### config.mk
export PLATFORM = sky130hd
export DESIGN_NAME = tlb_op_sequencer_flat
export DESIGN_NICKNAME = d
export VERILOG_FILES = /design/src/rtl/tlb_op_sequencer_if.sv /design/src/rtl/tlb_op_sequencer.sv /design/src/flat_wrapper.sv
export SDC_FILE = /design/constraint.sdc
export NUM_CORES = 1
export LEC_CHECK = 0
export ABC_AREA = 1
export BUFFER_PORTS_ARGS = -buffer_cell sky130_fd_sc_hd__buf_4
export CAP_MARGIN = 0
export CORE_MARGIN = 1.5
export CORE_UTILIZATION = 52
export CTS_BUF_LIST = sky130_fd_sc_hd__clkbuf_16
export DETAILED_ROUTE_END_ITERATION = 7
export HOLD_SLACK_MARGIN = 0.02
export PLACE_DENSITY_LB_ADDON = 0.15
export SLEW_MARGIN = 0
export SYNTH_ARGS = -nofsm -noshare
export SYNTH_HDL_FRONTEND = slang
export SYNTH_SLANG_ARGS = --single-unit
### constraint.sdc
create_clock -name Clk -period 1.68 [get_ports Clk]
set_input_delay 0.168 -clock Clk [delete_from_list [all_inputs] [get_ports Clk]]
set_output_delay 0.168 -clock Clk [all_outputs]
set_load 0.02 [all_outputs]
### src/rtl/tlb_op_sequencer_if.sv
// tlb_op_sequencer_if: pipeline/CP0 and MMU handshake signals of the TLB op sequencer
interface tlb_op_if;
    logic       Op_Valid_I;
    logic [5:0] Op_Func_I;
    logic       Exc_Flush_I;
    logic       MMU_Ack_I;
    logic       MMU_Matched_I;
    logic       Op_Ready_O;
    logic       Stall_O;
    logic       MMU_Req_O;
    logic [1:0] MMU_Func_O;
    logic       MMU_Random_O;
    logic       Cp0_LoadEntry_O;
    logic       Cp0_LoadIndex_O;
    logic       Probe_Miss_O;
    logic       Done_O;
    logic       Timeout_O;
    logic       Illegal_O;

    modport slave (
        input  Op_Valid_I, Op_Func_I, Exc_Flush_I, MMU_Ack_I, MMU_Matched_I,
        output Op_Ready_O, Stall_O, MMU_Req_O, MMU_Func_O, MMU_Random_O,
               Cp0_LoadEntry_O, Cp0_LoadIndex_O, Probe_Miss_O, Done_O, Timeout_O, Illegal_O
    );

    modport master (
        output Op_Valid_I, Op_Func_I, Exc_Flush_I, MMU_Ack_I, MMU_Matched_I,
        input  Op_Ready_O, Stall_O, MMU_Req_O, MMU_Func_O, MMU_Random_O,
               Cp0_LoadEntry_O, Cp0_LoadIndex_O, Probe_Miss_O, Done_O, Timeout_O, Illegal_O
    );
endinterface

### src/rtl/tlb_op_sequencer.sv
// tlb_op_sequencer: sequences TLBR/TLBWI/TLBWR/TLBP between pipeline, CP0 and MMU with bounded ack wait
module tlb_op_sequencer #(
    parameter int TIMEOUT = 255,
    parameter int TO_W    = 8
) (
    input logic   Clk,
    input logic   Reset_N,
    tlb_op_if.slave bus
);
    typedef enum logic [1:0] {IDLE, ISSUE, WAIT, COMMIT} state_e;

    localparam logic [TO_W-1:0] TO_LIM = TO_W'(TIMEOUT);

    state_e          state_q;
    logic [1:0]      func_q;
    logic            random_q;
    logic            matched_q;
    logic [TO_W-1:0] cnt_q;
    logic [1:0]      dec_func;
    logic            accept;
    logic            abort;
    logic            expire;
    logic            in_flight;
    logic            commit;

    // Decode the CP0 function and derive accept / flush-abort / timeout conditions
    always_comb begin
        dec_func = (bus.Op_Func_I == 6'b000001) ? 2'b01 :
                   (bus.Op_Func_I == 6'b000010 || bus.Op_Func_I == 6'b000110) ? 2'b10 :
                   (bus.Op_Func_I == 6'b001000) ? 2'b11 : 2'b00;
        accept    = state_q == IDLE && bus.Op_Valid_I && dec_func != 2'b00 && !bus.Exc_Flush_I;
        abort     = state_q == WAIT && bus.Exc_Flush_I && func_q != 2'b10;
        expire    = state_q == WAIT && !bus.MMU_Ack_I && !abort && cnt_q == TO_LIM;
        in_flight = state_q == ISSUE || state_q == WAIT;
        commit    = state_q == COMMIT;
    end

    assign bus.Op_Ready_O      = state_q == IDLE;
    assign bus.Stall_O         = in_flight || accept;
    assign bus.MMU_Req_O       = state_q == ISSUE;
    assign bus.MMU_Func_O      = in_flight ? func_q : 2'b00;
    assign bus.MMU_Random_O    = in_flight && random_q;
    assign bus.Cp0_LoadEntry_O = commit && func_q == 2'b01;
    assign bus.Cp0_LoadIndex_O = commit && func_q == 2'b11;
    assign bus.Probe_Miss_O    = commit && func_q == 2'b11 && !matched_q;
    assign bus.Done_O          = commit;
    assign bus.Timeout_O       = expire;
    assign bus.Illegal_O       = state_q == IDLE && bus.Op_Valid_I && dec_func == 2'b00;

    // Operation FSM: capture op, issue once, wait for ack or timeout, commit; TLBW ignores flush
    always_ff @(posedge Clk or negedge Reset_N) begin
        if (!Reset_N) begin
            state_q   <= IDLE;
            func_q    <= 2'b00;
            random_q  <= 1'b0;
            matched_q <= 1'b0;
            cnt_q     <= '0;
        end else begin
            case (state_q)
                IDLE: if (accept) begin
                    state_q  <= ISSUE;
                    func_q   <= dec_func;
                    random_q <= bus.Op_Func_I == 6'b000110;
                end
                ISSUE: begin
                    cnt_q   <= '0;
                    state_q <= WAIT;
                end
                WAIT: if (abort) begin
                    state_q <= IDLE;
                end else if (bus.MMU_Ack_I) begin
                    matched_q <= bus.MMU_Matched_I;
                    state_q   <= COMMIT;
                end else if (cnt_q == TO_LIM) begin
                    state_q <= IDLE;
                end else begin
                    cnt_q <= cnt_q + 1'b1;
                end
                default: state_q <= IDLE;
            endcase
        end
    end
endmodule

### src/flat_wrapper.sv
// flat-port wrapper written by rule: the top's interface ports become plain ports
module tlb_op_sequencer_flat 
#(
    parameter int TIMEOUT = 255,
    parameter int TO_W    = 8
)
  (Clk, Reset_N, bus_Op_Valid_I, bus_Op_Func_I, bus_Exc_Flush_I, bus_MMU_Ack_I, bus_MMU_Matched_I, bus_Op_Ready_O, bus_Stall_O, bus_MMU_Req_O, bus_MMU_Func_O, bus_MMU_Random_O, bus_Cp0_LoadEntry_O, bus_Cp0_LoadIndex_O, bus_Probe_Miss_O, bus_Done_O, bus_Timeout_O, bus_Illegal_O);
  tlb_op_if bus_i ();
  input logic Clk;
  input logic Reset_N;
  input wire logic [$bits(bus_i.Op_Valid_I)-1:0] bus_Op_Valid_I;
  input wire logic [$bits(bus_i.Op_Func_I)-1:0] bus_Op_Func_I;
  input wire logic [$bits(bus_i.Exc_Flush_I)-1:0] bus_Exc_Flush_I;
  input wire logic [$bits(bus_i.MMU_Ack_I)-1:0] bus_MMU_Ack_I;
  input wire logic [$bits(bus_i.MMU_Matched_I)-1:0] bus_MMU_Matched_I;
  output wire logic [$bits(bus_i.Op_Ready_O)-1:0] bus_Op_Ready_O;
  output wire logic [$bits(bus_i.Stall_O)-1:0] bus_Stall_O;
  output wire logic [$bits(bus_i.MMU_Req_O)-1:0] bus_MMU_Req_O;
  output wire logic [$bits(bus_i.MMU_Func_O)-1:0] bus_MMU_Func_O;
  output wire logic [$bits(bus_i.MMU_Random_O)-1:0] bus_MMU_Random_O;
  output wire logic [$bits(bus_i.Cp0_LoadEntry_O)-1:0] bus_Cp0_LoadEntry_O;
  output wire logic [$bits(bus_i.Cp0_LoadIndex_O)-1:0] bus_Cp0_LoadIndex_O;
  output wire logic [$bits(bus_i.Probe_Miss_O)-1:0] bus_Probe_Miss_O;
  output wire logic [$bits(bus_i.Done_O)-1:0] bus_Done_O;
  output wire logic [$bits(bus_i.Timeout_O)-1:0] bus_Timeout_O;
  output wire logic [$bits(bus_i.Illegal_O)-1:0] bus_Illegal_O;
  assign bus_i.Op_Valid_I = bus_Op_Valid_I;
  assign bus_i.Op_Func_I = bus_Op_Func_I;
  assign bus_i.Exc_Flush_I = bus_Exc_Flush_I;
  assign bus_i.MMU_Ack_I = bus_MMU_Ack_I;
  assign bus_i.MMU_Matched_I = bus_MMU_Matched_I;
  assign bus_Op_Ready_O = bus_i.Op_Ready_O;
  assign bus_Stall_O = bus_i.Stall_O;
  assign bus_MMU_Req_O = bus_i.MMU_Req_O;
  assign bus_MMU_Func_O = bus_i.MMU_Func_O;
  assign bus_MMU_Random_O = bus_i.MMU_Random_O;
  assign bus_Cp0_LoadEntry_O = bus_i.Cp0_LoadEntry_O;
  assign bus_Cp0_LoadIndex_O = bus_i.Cp0_LoadIndex_O;
  assign bus_Probe_Miss_O = bus_i.Probe_Miss_O;
  assign bus_Done_O = bus_i.Done_O;
  assign bus_Timeout_O = bus_i.Timeout_O;
  assign bus_Illegal_O = bus_i.Illegal_O;
  tlb_op_sequencer #(.TIMEOUT(TIMEOUT), .TO_W(TO_W)) u_core (.Clk(Clk), .Reset_N(Reset_N), .bus(bus_i));
endmodule
## After elaboration in Yosys (flattened, before gate mapping)

Cells that the tools add are included.

- Flip-flop bits (word level): 14
- Bits in latches: 0
- Memory bits (writable): 0
- Bits in read-only memories: 0
- Memories kept: 0

- Add/subtract/negate cells: 1
- Multiply operators: 0
- Divide/modulo/power cells: 0
- Magnitude comparators: 0
- Equal/unequal tests: 16
- Shifts and indexed selects: 0
- Muxes and demuxes: 13
- Bitwise operators: 1
- Reduce and logical (&&, ||, !) cells: 28

Operators by type and width:

| cell | number |
|---|---|
| $mux W8 | 3 |
| $mux W2 | 8 |
| $pmux W8 S2 | 1 |
| $logic_and A1 B1 Y1 | 13 |
| $add A8 B1 Y8 const B | 1 |
| $eq A8 B8 Y1 const B | 1 |
| $ne A2 B2 Y1 const B | 4 |
| $eq A2 B2 Y1 const B | 3 |
| $eq A6 B1 Y1 const B | 1 |
| $eq A6 B2 Y1 const B | 1 |
| $eq A6 B3 Y1 const B | 1 |
| $eq A6 B4 Y1 const B | 1 |
| $pmux W2 S3 | 1 |
| $eq A2 B1 Y1 const B | 2 |
| $logic_not A1 Y1 | 4 |
| $logic_not A2 Y1 | 2 |
| $ne A4 B3 Y1 const B | 1 |
| $reduce_and A2 Y1 | 2 |
| $reduce_and A4 Y1 | 1 |
| $reduce_bool A2 Y1 | 2 |
| $logic_or A1 B1 Y1 | 3 |
| $reduce_and A3 Y1 | 1 |
| $ne A2 B1 Y1 const B | 1 |
| $not A1 Y1 | 1 |

## Longest topological paths before layout

Gate-level depths: netlist of the first run.

- Word-level depth: 9
- Mapped depth: 9
- Mapped depth without buffers: 9

## Worst setup path after synthesis of the first run

OpenSTA, ideal clock, no wires.

- Path kind: reg2out
- From: reg u_core.state_q[0]
- To: out bus_Stall_O
- Arrival: 1538 ps
- Slack: -26 ps
- Cell stages (with the launch flop): 8
- Buffers on the path: 0
- Cell sequence: dfrtp_1 > inv_1 > ha_1 > inv_1 > nor3_1 > nand2_2 > inv_2 > or2_1

- Word-level cells in the longest chain between the ends: 5
- Elaborated cells between the ends (all ways): 8
- Those cells by class: eq/ne: 2; reduce/logical: 6

Ends and longest elaborated chain:

| element | line | RTL |
|---|---|---|
| start: declaration | tlb_op_sequencer.sv:14 | `state_e state_q;` |
| start signal: assignment | tlb_op_sequencer.sv:53 | `state_q <= IDLE;` |
| start signal: assignment | tlb_op_sequencer.sv:61 | `state_q <= ISSUE;` |
| start signal: assignment | tlb_op_sequencer.sv:67 | `state_q <= WAIT;` |
| $logic_not A2 Y1 | - |  |
| via bus_Op_Ready_O | flat_wrapper.sv:16 | `output wire logic [$bits(bus_i.Op_Ready_O)-1:0] bus_Op_Ready_O;` |
| $logic_and A1 B1 Y1 (3 in series) | tlb_op_sequencer.sv:31 | `accept = state_q == IDLE && bus.Op_Valid_I && dec_func != 2'b00 && !bus.Exc_Flush_I;` |
| $logic_or A1 B1 Y1 | tlb_op_sequencer.sv:39 | `assign bus.Stall_O = in_flight \|\| accept;` |
| end: declaration | flat_wrapper.sv:17 | `output wire logic [$bits(bus_i.Stall_O)-1:0] bus_Stall_O;` |

The timed path passes the listed nets, and every way through them passes these cells.

## Worst setup path in the final report of the first run

- From: reg u_core.state_q[1]
- To: out bus_Stall_O

- Word-level cells in the longest chain between the ends: 5
- Elaborated cells between the ends (all ways): 8
- Those cells by class: eq/ne: 2; reduce/logical: 6

Ends and longest elaborated chain:

| element | line |
|---|---|
| $logic_not A2 Y1 | tlb_op_sequencer.sv:31 |
| $logic_and A1 B1 Y1 (3 in series) | tlb_op_sequencer.sv:31 |
| $logic_or A1 B1 Y1 (*) | tlb_op_sequencer.sv:39 |

Every way passes the cells marked *; elsewhere a longest branch is shown, timed or not.

==> results of run 1 <==
==> cell type report <==
class,instances,share of cell area (%)
multi-input cells,98,43.99
well taps,25,2.178
clock buffers,3,5.226
repair buffers,36,19.25
flip-flops and latches,14,24.39
inverters,18,4.704
clock inverters,1,0.2613
==> through the flow <==
step | power, W | instance area (sq um) | setup TNS, ns | util (%)
2_1_floorplan | 0.001144 | 1021 | 0 | -
3_3_place_gp | 0.001455 | 1237 | 0 | 69.40
3_5_place_dp | 0.001492 | 1237 | 0 | 69.40
4_1_cts | 0.002054 | 1380 | 0 | 77.40
5_1_grt | 0.002237 | 1436 | -0.09327 | 80.56
6_report | 0.002127 | 1436 | -0.03041 | 80.56
==> power by group through the flow <==
stage / sequential, W / clock (W) / combinational (W)
floorplan: 0.000475 / 0 / 0.000668
global placement: 0.000465 / 0 / 0.000990
detailed placement: 0.000471 / 0 / 0.00102
CTS: 0.000459 / 0.000460 / 0.00113
global route: 0.000472 / 0.000475 / 0.00129
finish: 0.000467 / 0.000453 / 0.00121
==> layout by cell type (no fill, tap or decap), types with 2 or more instances in the layout <==
cell,synthesis,routed
a21oi_1,2,2
buf_4,0,34
clkbuf_16,0,3
dfrtp_1,14,14
ha_1,6,3
ha_4,0,2
inv_1,15,12
inv_2,3,6
nand2_1,31,31
nand2_2,3,3
nand3_1,16,15
nand4_1,2,2
nor2_1,9,9
nor2_4,2,2
nor3_1,5,3
o21ai_1,2,2
o21ai_2,8,8
or2_1,3,3
or2_2,2,2
==> flip-flops by register name, indices dropped and copies added, names as in the netlist <==
name	count
u_core.cnt_q	8
u_core.func_q	2
u_core.state_q	2
u_core.matched_q	1
u_core.random_q	1
==> cells by family (layout without fill, tap and decap cells) <==
family,count (synthesis),after routing,share of synthesized area (%)
simple gates,76,76,36.24
xor+xnor,1,1,0.8601
fa+ha+maj,6,6,7.371
compound gates,14,14,10.93
mux,1,1,1.106
flops,14,14,34.40
buf+inv,20,58,9.090
==> layer usage <==
metal	vias up	GRT usage, %	part of all wire, %
li1	503	-	-
met1	469	28.94	43
met2	25	44.32	52
met3	8	7.692	3.1
met4	0	10.00	2.3
met5	-	0	0
==> how the worst max path moves through the flow <==
stage	end	slack, ns	cells past startpoint
6_report	bus_Stall_O	-0.03	8
3_5_place_dp	bus_Stall_O	0.08	8
3_3_place_gp	bus_Stall_O	0.15	8
2_1_floorplan	bus_Stall_O	0.04	7
5_1_grt	bus_Stall_O	-0.09	8
4_1_cts	bus_Timeout_O	0.005	6
==> worst register-to-register path, stage by stage, from the launching register on <==
cell and delay (ns):
dfrtp_1 0.38, inv_2 0.09, buf_4 0.11, buf_4 0.10
ha_1 0.18, inv_1 0.06, nor2_1 0.17, o21ai_4 0.09
buf_4 0.17, nand2_1 0.07, o21ai_2 0.05
==> timing repair <==
| item | in CTS | in global routing |
|---|---|---|
| endpoints found under the hold margin | 14 | 0 |
| hold buffers | 1 | 0 |
| resized for setup | 9 | 4 |
| setup endpoints to repair | 2 | 2 |
| pin swaps | 4 | 4 |
| setup buffers | 3 | 4 |
==> metrics.yaml, run 1 <==
routing:
  avgViaCountPerCell: 5.154
  drtPass1Iterations: 4
  totalWireLength_um: 2733
  vias: 1005
  drtIter0Drc: 29
  ant_nets: 0
  drc_errors: 0
  wl_per_cell_um: 14.02
setup_path:
  timing.rr.end: "u_core.cnt_q[6]$_DFFE_PN0P_"
  cp_data_arrival_time_ns: 1.54
  worstSetupStartpointType: "flop"
  cp_slowest_cell: "dfrtp_1"
  startpoint: "u_core.state_q[1]$_DFFE_PN0P_"
  reg2reg_setup_slack_ns: 0.09
  rr_worst_depth: 10
  cp_top_family: "simple AND/OR/NAND/NOR gates"
  cp_slowest_stage_delay_ns: 0.38
  required_ns: 1.51
  cp_max_fo: 3
  crit_top_cell: "inv_2"
  crit_type: "flop to primary output"
  crit_buf_inv: 4
  r2r-start: "u_core.state_q[1]$_DFFE_PN0P_"
  endpoint_kind: "primary output"
  critical_path.cell_chain: "inv_2 -> ha_4 -> inv_2 -> nor3_4 -> nand2_2 -> inv_2 -> or2_1 -> buf_6"
place:
  port-buffer-count: 23
  pre_cts_ws_ns: 0.07563
  dp_hpwl_um: 1865
  gp_congestion: 0.8114
  dp_cells: 183
clock_tree:
  clk_pin_slew_ns: 0.05
  clkLatencyLatePin_ns: 0.25
  root_buffer: "clkbuf_16"
  cts_sinks: 14
  cts_buffers: 3
  cts_tree: "built"
  htreeDepth: 1
  cts_buffer_depth: 2
floorplan:
  start_util_pct: 57.12
  die-height_um: 47.26
  dieWidth_um: 47.26
  core-area_sq_um: 1783
  io-pin-count: 24
  die_area_sq_um: 2233
  rows: 15
timing:
  max_freq_ghz: 0.5847
  slew_headroom_pct: 81.61
  finClkSkew_ns: 0.005429
  worst_slew_pin_slew_ns: 0.2737
  setup-violations-final: 1
  report.final.slew_viol_count: 0
  period_share_pct: 101.8
  period_minus_slack_ns: 1.710
  hold_viol: 0
  fin_hold_ws_ns: 0.1321
  rsz0062_at_grt: "true"
  layout_setup_ws_ns: -0.03041
power_and_ir_drop:
  power_frac_comb_pct: 56.8
  ir_drop_mv: 1.205
  p_sw_share_pct: 41.59
  leakagePower_nw: 0.7380
  internal-power_w: 0.001242
  p_clk_share_pct: 21.3
  power_density_nw_per_um2: 1481
  seq_power_share_pct: 21.9
  power.switching_w: 0.0008847
logic_synthesis:
  synthesis.area_sq_um: 1018
  async_flop_share_pct: 100.0
  seq_area_frac_synth_pct: 34.40
  synth_nets: 150
  netlist_top_cells_area: "dfrtp_1 34%, nand2_1 11%, nand3_1 7.9%"
  ys.flop_type: "dfrtp_1"
  ys_types: 25
  yosysTopAreaCell: "dfrtp_1"
  ys_ff_latch: 14
  synth_edf_count: 0
  syn_inst: 132
  yosys-top-cells-count: "31 x nand2_1, 16 x nand3_1, 15 x inv_1, 14 x dfrtp_1, 9 x nor2_1"
  post-synth-top-count-cell: "nand2_1"
  avgSynthCellArea_sq_um: 7.716
  synth_top_area_share_pct: 34.40
  yosys_warnings: 0
hold_path:
  hold_depth: 2
  worstHoldEndpoint: "u_core.matched_q$_DFFE_PN0P_"
  hold_path_class: "input port to flop"
  min_from: "bus_MMU_Matched_I"
global_routing:
  grt_max_degree: 15
  gr-total-overflow: 0
  track_usage_pct: 25.49
  antenna_found_initial: 0
  first_global_vias: 924
  grt_pass1_wl_um: 3919
cells_and_area:
  seqCellArea_sq_um: 350.3
  diodes: 0
  syn_to_final_growth_pct: 41.03
  multi_input_area_sq_um: 631.9
  drive_gt1_share_pct: 40.00
  instances_no_fill: 195
  nNetsFinal: 189
  nFillCells: 122
outcome:
  status: "finished, violations left"
  violations: "negative setup slack"
job:
  max_cap_violations: 0
No activity file was read; power rests on OpenSTA's default activity.
==> run 2: changes to the inputs <==
Settings changed: CORE_UTILIZATION 52 to 40.
==> run 2 against run 1 <==
Net effect:
- the flow now finishes without violations
- count of clock-buffer cells in the layout unchanged
- maximum frequency increased by 6.3%
- die area increased by 28%
- routed wire length decreased by 14%
- worst hold slack improved by 0.011 ns
- combinational power about the same
- non-clock buffer count increased by 3
- critical endpoint unchanged
==> metrics.yaml, run 2 (synthesis gave the netlist of run 1 again) <==
outcome:
  status: "complete, no violations"
setup_path:
  cp_data_arrival_time_ns: 1.44  # -0.10 ns
  critical_path.cell_chain: "inv_2 -> ha_4 -> inv_2 -> nor3_4 -> nand2_2 -> inv_2 -> or2_1 -> buf_6"
  cp_slowest_stage_delay_ns: 0.38  # about the same
  crit_buf_inv: 4  # unchanged
  cp_top_family: "flip-flops"
  r2r-start: "u_core.cnt_q[1]$_DFFE_PN0P_"
  crit_top_cell: "inv_2"
  crit_type: "flop to primary output"
  cp_max_fo: 3  # unchanged
  endpoint_kind: "primary output"
  rr_worst_depth: 9  # -1
  worstSetupStartpointType: "flop"
  reg2reg_setup_slack_ns: 0.15  # +0.06 ns
  required_ns: 1.51  # about the same
  cp_slowest_cell: "dfrtp_1"
  timing.rr.end: "u_core.state_q[0]$_DFFE_PN0P_"
power_and_ir_drop:
  ir_drop_mv: 0.9943  # -17%
  leakagePower_nw: 0.7515  # +1.8%
  power_density_nw_per_um2: 1432  # -3.3%
cells_and_area:
  nNetsFinal: 192  # +1.6%
  most-common-layout-cells: "37 x buf_4, 31 x nand2_1, 15 x nand3_1"
  reg.largest.list: "u_core.cnt_q: 8 flops, u_core.func_q: 2 flops, u_core.state_q: 2 flops"
  layout_commonest_cell: "buf_4"
  largest_reg_flops: 8  # unchanged
  regMostFlops: "u_core.cnt_q"
  nFillCells: 224  # +84%
  final_area_sq_um: 1451  # +1.0%
  drive_gt1_share_pct: 41.28  # +1.3 points
  diodes: 0  # unchanged
  syn_to_final_growth_pct: 42.51
timing:
  slew_headroom_pct: 79.51  # -2.1 points
  period_minus_slack_ns: 1.609  # -0.1018 ns
  setup-violations-final: 0  # -1
  fin_hold_ws_ns: 0.1427  # +0.01065 ns
  report.final.slew_viol_count: 0  # unchanged
  hold_viol: 0  # unchanged
  period_share_pct: 95.75  # -6.1 points
  worst_slew_pin_slew_ns: 0.3045  # +0.03085 ns
  max_freq_ghz: 0.6216  # +6.3%
  finClkSkew_ns: 0.003579  # -0.001850 ns
  rsz0062_at_grt: "true"
job:
  max_cap_violations: 0  # unchanged
floorplan:
  rows: 18  # +3
  core-area_sq_um: 2432  # +36%
  io-pin-count: 24  # unchanged
  dieWidth_um: 53.46  # +13%
  start_util_pct: 41.87  # -15 points
  die_area_sq_um: 2858  # +28%
  die-height_um: 53.46  # +13%
clock_tree:
  cts_tree: "built"
  cts_buffer_depth: 2  # unchanged
  root_buffer: "clkbuf_16"
  clkLatencyLatePin_ns: 0.24  # about the same
  cts_sinks: 14  # unchanged
  clk_pin_slew_ns: 0.05  # about the same
  htreeDepth: 1  # unchanged
  cts_buffers: 3  # unchanged
global_routing:
  antenna_found_initial: 0  # unchanged
  grt_pass1_wl_um: 3732  # -4.8%
  grt_max_degree: 15  # unchanged
  gr-total-overflow: 0  # unchanged
  track_usage_pct: 18.07  # -7.4 points
  first_global_vias: 894  # -3.2%
routing:
  avgViaCountPerCell: 4.970  # -3.6%
  totalWireLength_um: 2357  # -14%
  drtPass1Iterations: 7  # +3
  ant_nets: 0  # unchanged
  vias: 1004  # -0.10%
  wl_per_cell_um: 11.67  # -17%
  drc_errors: 0  # unchanged
  drtIter0Drc: 20  # -31%
hold_path:
  hold_path_class: "input port to flop"
  min_from: "bus_MMU_Matched_I"
  hold_depth: 2  # unchanged
  worstHoldEndpoint: "u_core.matched_q$_DFFE_PN0P_"
place:
  port-buffer-count: 23  # unchanged
  dp_hpwl_um: 1717  # -8.0%
  place_area_sq_um: 1244  # +0.51%
  gp_congestion: 0.8040  # -0.91%
==> run 2: cell count changes in the layout (fill, tap and decap cells not counted) <==
cell / previous run / this run
buf_4: 34 / 37
clkinv_1: 1 / 0
ha_2: 1 / 2
ha_4: 2 / 1
==> run 2: what timing repair did <==
item,4_1_cts,5_1_grt
endpoints found under the hold margin,14,0
setup buffers,4,6
gates resized for setup,6,6
hold buffers,1,0
pin swaps,3,4
setup endpoints to repair,2,2
==> run 2: metrics by stage <==
step                      util (%)  power [W]  TNS (ns)  setup WS (ns)  instances
after floorplan                  -   0.001144         0        0.04058        132
after global placement       51.13   0.001467         0         0.1421        188
after detailed placement     51.13   0.001476         0         0.1058        188
after CTS                    56.43   0.002005         0       0.009235        196
after global routing         59.67   0.002226  -0.04270       -0.03500        202
final                        59.67   0.002079         0        0.07134        202
==> run 2: layout make-up <==
class / instances / area [sq um] / share of cell area, %
well taps: 30 / 37.54 / 2.586
clock buffers: 3 / 75.07 / 5.172
multi-input cells: 98 / 621.8 / 42.84
repair buffers: 39 / 299.0 / 20.60
flip-flops and latches: 14 / 350.3 / 24.14
inverters: 18 / 67.56 / 4.655
==> run 2: power breakdown <==
part / total, W / leakage, nW / switching [W] / internal, W
sequential: 0.000457 / 0.183 / 0.0000481 / 0.000409
clock: 0.000434 / 0.0370 / 0.000124 / 0.000310
combinational: 0.00119 / 0.532 / 0.000656 / 0.000532
==> run 2: worst max-delay path by stage <==
stage                    endpoint  slack, ns                     startpoint  depth (start not counted)
detailed placement    bus_Stall_O       0.11  u_core.state_q[1]$_DFFE_PN0P_                          8
global placement      bus_Stall_O       0.14  u_core.state_q[1]$_DFFE_PN0P_                          8
finish                bus_Stall_O       0.07  u_core.state_q[1]$_DFFE_PN0P_                          8
CTS                   bus_Stall_O      0.009  u_core.state_q[1]$_DFFE_PN0P_                          8
global route        bus_Timeout_O      -0.04    u_core.cnt_q[1]$_DFFE_PN0P_                          6
floorplan             bus_Stall_O       0.04  u_core.state_q[0]$_DFFE_PN0P_                          7
==> run 2: routing by layer <==
layer | GRT usage [%] | part of all wire [%] | vias up
li1 | - | - | 506
met5 | 0 | 0 | -
met2 | 27.78 | 51 | 11
met3 | 4.237 | 3.3 | 2
met1 | 25.52 | 45 | 485
met4 | 3.846 | 0.42 | 0
